$ cat src/rtl/uart_transmitter.sv
`timescale 1ns/1ps

// Generic synchronous FIFO with a combinational head read and an occupancy count.
// Latency: a pushed entry is visible at the head on the cycle after the push edge.
// Backpressure: none internally; the caller must gate push on full and pop on empty.
module uart_tx_fifo #(
    parameter int DEPTH = 4,
    parameter int W     = 8
) (
    input  logic                     clk,
    input  logic                     rst_n,
    input  logic                     push,
    input  logic [W-1:0]             wr_data,
    input  logic                     pop,
    output logic [W-1:0]             head,
    output logic [$clog2(DEPTH):0]   count
);
    localparam int AW = $clog2(DEPTH);
    localparam int CW = AW + 1;

    logic [W-1:0]  mem [DEPTH];
    logic [AW-1:0] wr_ptr;
    logic [AW-1:0] rd_ptr;

    assign head = mem[rd_ptr];

    always_ff @(posedge clk) begin
        if (push) begin
            mem[wr_ptr] <= wr_data;
        end
    end

    // Power-of-two depth lets the pointers wrap by plain overflow.
    always_ff @(posedge clk) begin
        if (!rst_n) begin
            wr_ptr <= '0;
            rd_ptr <= '0;
            count  <= '0;
        end else begin
            if (push) wr_ptr <= wr_ptr + AW'(1);
            if (pop)  rd_ptr <= rd_ptr + AW'(1);
            case ({push, pop})
                2'b10:   count <= count + CW'(1);
                2'b01:   count <= count - CW'(1);
                default: count <= count;
            endcase
        end
    end
endmodule

// 8N1 (or 8N2) UART transmitter fed from a small byte FIFO, LSB first, idle-high line.
// Latency: a byte pushed into an empty FIFO while idle drops the line one cycle later.
// Backpressure: tx_ready falls while the FIFO is full; bytes offered then are dropped.
module uart_transmitter #(
    parameter int F_CLK      = 1_000_000,
    parameter int BAUDRATE   = 9600,
    parameter int FIFO_DEPTH = 4,
    parameter int STOP_BITS  = 1
) (
    input  logic                          clk,
    input  logic                          rst_n,
    input  logic [7:0]                    tx_data,
    input  logic                          tx_valid,
    output logic                          tx_ready,
    output logic                          tx,
    output logic                          tx_busy,
    output logic [$clog2(FIFO_DEPTH):0]   fifo_count
);
    localparam int CLKS_PER_BIT = F_CLK / BAUDRATE;
    localparam int STOP_CLKS    = STOP_BITS * CLKS_PER_BIT;
    localparam int CNT_W        = $clog2(STOP_CLKS);
    localparam int FC_W         = $clog2(FIFO_DEPTH) + 1;

    localparam logic [CNT_W-1:0] BIT_LAST  = CNT_W'(CLKS_PER_BIT - 1);
    localparam logic [CNT_W-1:0] STOP_LAST = CNT_W'(STOP_CLKS - 1);

    typedef enum logic [1:0] {IDLE, START, DATA, STOP} state_t;

    state_t           state;
    logic [CNT_W-1:0] clk_cnt;
    logic [2:0]       bit_idx;
    logic [7:0]       shift;
    logic [7:0]       head;
    logic             push;
    logic             pop;
    logic             has_data;
    logic             stop_done;

    assign tx_ready  = (fifo_count != FC_W'(FIFO_DEPTH));
    assign push      = tx_valid && tx_ready;
    assign has_data  = (fifo_count != '0);
    assign stop_done = (state == STOP) && (clk_cnt == STOP_LAST);
    // The next frame is fetched either from idle or on the last stop cycle, so frames abut.
    assign pop       = has_data && ((state == IDLE) || stop_done);

    uart_tx_fifo #(
        .DEPTH (FIFO_DEPTH),
        .W     (8)
    ) u_fifo (
        .clk     (clk),
        .rst_n   (rst_n),
        .push    (push),
        .wr_data (tx_data),
        .pop     (pop),
        .head    (head),
        .count   (fifo_count)
    );

    always_ff @(posedge clk) begin
        if (!rst_n) begin
            state   <= IDLE;
            tx      <= 1'b1;
            tx_busy <= 1'b0;
            clk_cnt <= '0;
            bit_idx <= '0;
            shift   <= '0;
        end else begin
            case (state)
                IDLE: begin
                    clk_cnt <= '0;
                    bit_idx <= '0;
                    if (has_data) begin
                        shift   <= head;
                        tx      <= 1'b0;
                        tx_busy <= 1'b1;
                        state   <= START;
                    end else begin
                        tx      <= 1'b1;
                        tx_busy <= 1'b0;
                    end
                end
                START: begin
                    if (clk_cnt == BIT_LAST) begin
                        clk_cnt <= '0;
                        bit_idx <= '0;
                        tx      <= shift[0];
                        state   <= DATA;
                    end else begin
                        clk_cnt <= clk_cnt + CNT_W'(1);
                    end
                end
                DATA: begin
                    if (clk_cnt == BIT_LAST) begin
                        clk_cnt <= '0;
                        if (bit_idx == 3'd7) begin
                            tx    <= 1'b1;
                            state <= STOP;
                        end else begin
                            shift   <= {1'b0, shift[7:1]};
                            tx      <= shift[1];
                            bit_idx <= bit_idx + 3'd1;
                        end
                    end else begin
                        clk_cnt <= clk_cnt + CNT_W'(1);
                    end
                end
                STOP: begin
                    if (stop_done) begin
                        clk_cnt <= '0;
                        bit_idx <= '0;
                        if (has_data) begin
                            shift <= head;
                            tx    <= 1'b0;
                            state <= START;
                        end else begin
                            tx_busy <= 1'b0;
                            state   <= IDLE;
                        end
                    end else begin
                        clk_cnt <= clk_cnt + CNT_W'(1);
                    end
                end
                default: begin
                    state   <= IDLE;
                    tx      <= 1'b1;
                    tx_busy <= 1'b0;
                end
            endcase
        end
    end
endmodule

$ cat config.mk
export PLATFORM = sky130hd
export DESIGN_NAME = uart_transmitter
export DESIGN_NICKNAME = d
export VERILOG_FILES = /design/src/rtl/uart_transmitter.sv
export SDC_FILE = /design/constraint.sdc
export NUM_CORES = 1
export LEC_CHECK = 0
export CAP_MARGIN = 25
export CORE_AREA = 2 2 97 99
export CTS_BUF_LIST = sky130_fd_sc_hd__clkbuf_4
export DETAILED_ROUTE_END_ITERATION = 16
export DIE_AREA = 0 0 99 101
export GPL_TIMING_DRIVEN = 0
export PLACE_DENSITY = 0.56
export SYNTH_ARGS = -nofsm -noshare
export SYNTH_HDL_FRONTEND = slang
export SYNTH_SLANG_ARGS = --single-unit
$ cat constraint.sdc
create_clock -name clk -period 2.45 [get_ports clk]
set_input_delay 0.6125 -clock clk [delete_from_list [all_inputs] [get_ports clk]]
set_output_delay 0.6125 -clock clk [all_outputs]
set_load 0.05 [all_outputs]
==> out/metrics.cfg <==
[routing]
drt_pass1_iterations=4
viasPerCell=4.71
detail-route-antenna-nets=0
post_drt_wl_per_cell_um=14.0
drtIter0Drc=36
via_count=1752
drc=0
finalWirelength_um=5210

[yosys]
yosys_warnings=0
synth_seq_area_share_pct=56.7
synth-edff-count=32
synthArstFlopShare_pct=0
synth_flop_cell=edfxtp_1
ys_ff_latch=63
syn_inst=222
postSynthAreaPerCell_sq_um=12.6
synthDominantCellAreaShare_pct=34.5
netlist_area_sq_um=2790
synth_nets=247
synth.area.top_cells=edfxtp_1, dfxtp_1, mux4_2, ha_1, mux2i_1
ys_types=43
yosys.area.top_type=edfxtp_1

[min_path]
hp-class=reg2reg
min-delay-start=shift[4]
min_path_cells=2
hold_path_end=shift[4]

[floorplanning]
die_w_um=99
std_cell_rows=35
core_sq_um=8980
dieArea_sq_um=10000
start_util_pct=31.1
ios=17
dieHeight_um=101

[timing]
fin_crit_sh_pct=95.2
setup_tns_ns=0
timing.fmax_mhz=429
hold_violations=0
worst_slew_pin_slew_ns=0.738
fin_skew_ns=0.0186
drv_slew=0
worst_slew_margin_rel_pct=50.4
final.min_clock_period_ns=2.33
finalSetupViolations=0

[grt]
antenna_found_initial=0
grt_max_degree=14
grt_pass1_vias=1763
track_usage_pct=11.4
overflow=0
grt_pass1_wl_um=8670

[clocking]
cts_buffers=9
hold_buffers=0
cts-root-buf=clkbuf_4
clock_sinks=63
htreeDepth=3
cts.clk_slew.worst_paths_ns=0.12
worstSkewPairLatency_ns=0.43
cts_tree=built
clock_path_buffers=2

[pwr]
p_leak_uw=0.00119
p_sw_uw=1350
seqPwrFrac_pct=40.0
power_uw=3560
p_int_uw=2210
pwr-share-clk_pct=18.2
peakVddDrop_mv=0.325
netSwitchingFraction_pct=37.9
combPwrFrac_pct=41.7
power.density_nw_per_um2=1070

[critical_path]
endpoint_kind=flop
rr_endpoint=u_fifo.count[2]
ff2ff_setup_slack_ns=0.12
crit_path_start_kind=flop
arrival_ns=2.69
reg2regPathDepth=11
critical_path_class=reg2reg
r2r_start=clk_cnt[1]
cp.required_ns=2.81
crit_fanout=5

[finish]
final_common_cell=edfxtp_1
drive_above_1_share_pct=23.0
final_cell_mix=edfxtp_1, dfxtp_1, nand2_1
diodes=0
finalNetCount=281
fillers=880
area_growth_pct=19.3
design_area_sq_um=3330
final_core_util_pct=37.1
stdcell_count=372

[outcome]
status=complete, no violations

[placement]
gp_congestion=0.806
place_hpwl_um=3500
placed_cell_area_sq_um=3100
dpl.cell_count=349
port_buffers=16

[run]
cap_viol_max_count=0

## power by group through the flow
stage                     Combinational [uW]  Clock [uW]  Sequential (uW)
after floorplan                          998           0             1520
after global placement                  1390           0             1440
after detailed placement                1410           0             1450
after CTS                               1420         666             1430
after global routing                    1640         714             1450
final                                   1490         648             1430
## worst max-delay path, stage by stage (launching register included)
cell,delay (ns)
dfxtp_2,0.38
ha_4,0.15
and3_4,0.17
buf_6,0.11
a31oi_4,0.10
nor2_2,0.14
ha_2,0.18
inv_1,0.05
fa_2,0.33
xor2_1,0.17
or3_1,0.36
a21oi_2,0.12
## what timing repair did
item | in CTS | in global routing
buffers inserted | 0 | 7
pin swaps | 0 | 7
endpoints found under the setup margin | 2 | 1
gates resized for setup | 5 | 10
## flip-flops by register name (all words and copies together), names as in the netlist, named ones only
signal	flops
bit_idx	3
clk_cnt	7
state	2
tx	1
u_fifo.wr_ptr	2
tx_busy	1
u_fifo.count	3
shift	8
u_fifo.rd_ptr	2
u_fifo.mem	32
## how the worst max path moves through the flow
stage / from / endpoint / slack (ns) / depth (start not counted)
2_1_floorplan: u_fifo.count[2] / u_fifo.count[2] / 0.008 / 9
3_3_place_gp: tx_valid / u_fifo.count[2] / -0.18 / 9
3_5_place_dp: tx_valid / u_fifo.count[2] / -0.22 / 9
4_1_cts: clk_cnt[0] / u_fifo.count[2] / -0.05 / 11
5_1_grt: clk_cnt[1] / u_fifo.count[2] / -0.01 / 11
6_report: clk_cnt[1] / u_fifo.count[2] / 0.12 / 11
## routing by layer
layer  up-vias  global-route usage, %  share of wire (%)
met3        12                   3.19                2.9
met5         -                      0                  0
met1       833                   14.6                 48
met2        25                   17.3                 46
li1        882                      -                  -
met4         0                   6.64                2.9
## cell type report
type / count / area [sq um] / share of cell area [%]
plain buffers: 8 / 46.3 / 1.39
clock buffers: 9 / 67.6 / 2.03
clock inverters: 7 / 55.1 / 1.65
inverters: 12 / 45.0 / 1.35
multi-input cells: 139 / 1170 / 35.2
flip-flops and latches: 63 / 1590 / 47.8
well taps: 111 / 139 / 4.17
repair buffers: 23 / 211 / 6.36
## kinds of logic (layout without fill, tap and decap cells)
group,Yosys count,count (layout),share of synthesized area [%]
AO/OA/AOI/OAI,30,30,7.27
multiplexers,25,25,12.9
adder cells (fa/ha/maj),14,14,6.55
buffers and inverters,20,59,3.05
AND/OR/NAND/NOR,63,63,11.3
XOR/XNOR,7,7,2.20
flip-flops,63,63,56.7
## cells in the mapped netlist, types with 2 or more instances
| master | number |
|---|---|
| a211oi_1 | 2 |
| a21oi_1 | 7 |
| a22oi_1 | 2 |
| a31oi_1 | 6 |
| and3_1 | 5 |
| buf_2 | 2 |
| clkbuf_1 | 4 |
| dfxtp_1 | 31 |
| edfxtp_1 | 32 |
| ha_1 | 13 |
| inv_1 | 12 |
| mux2_2 | 7 |
| mux2i_1 | 10 |
| mux4_2 | 8 |
| nand2_1 | 22 |
| nand3_1 | 3 |
| nor2_1 | 18 |
| nor3_1 | 2 |
| o21ai_0 | 4 |
| or3_1 | 4 |
| xnor2_1 | 2 |
| xor2_1 | 5 |
## metrics by stage
step / hold slack (ns) / setup slack (ns)
floorplan: 0.418 / 0.00815
global placement: 0.431 / -0.178
detailed placement: 0.441 / -0.217
CTS: 0.432 / -0.0512
global route: 0.488 / -0.0120
finish: 0.467 / 0.118
No activity file was read; power rests on OpenSTA's default activity.
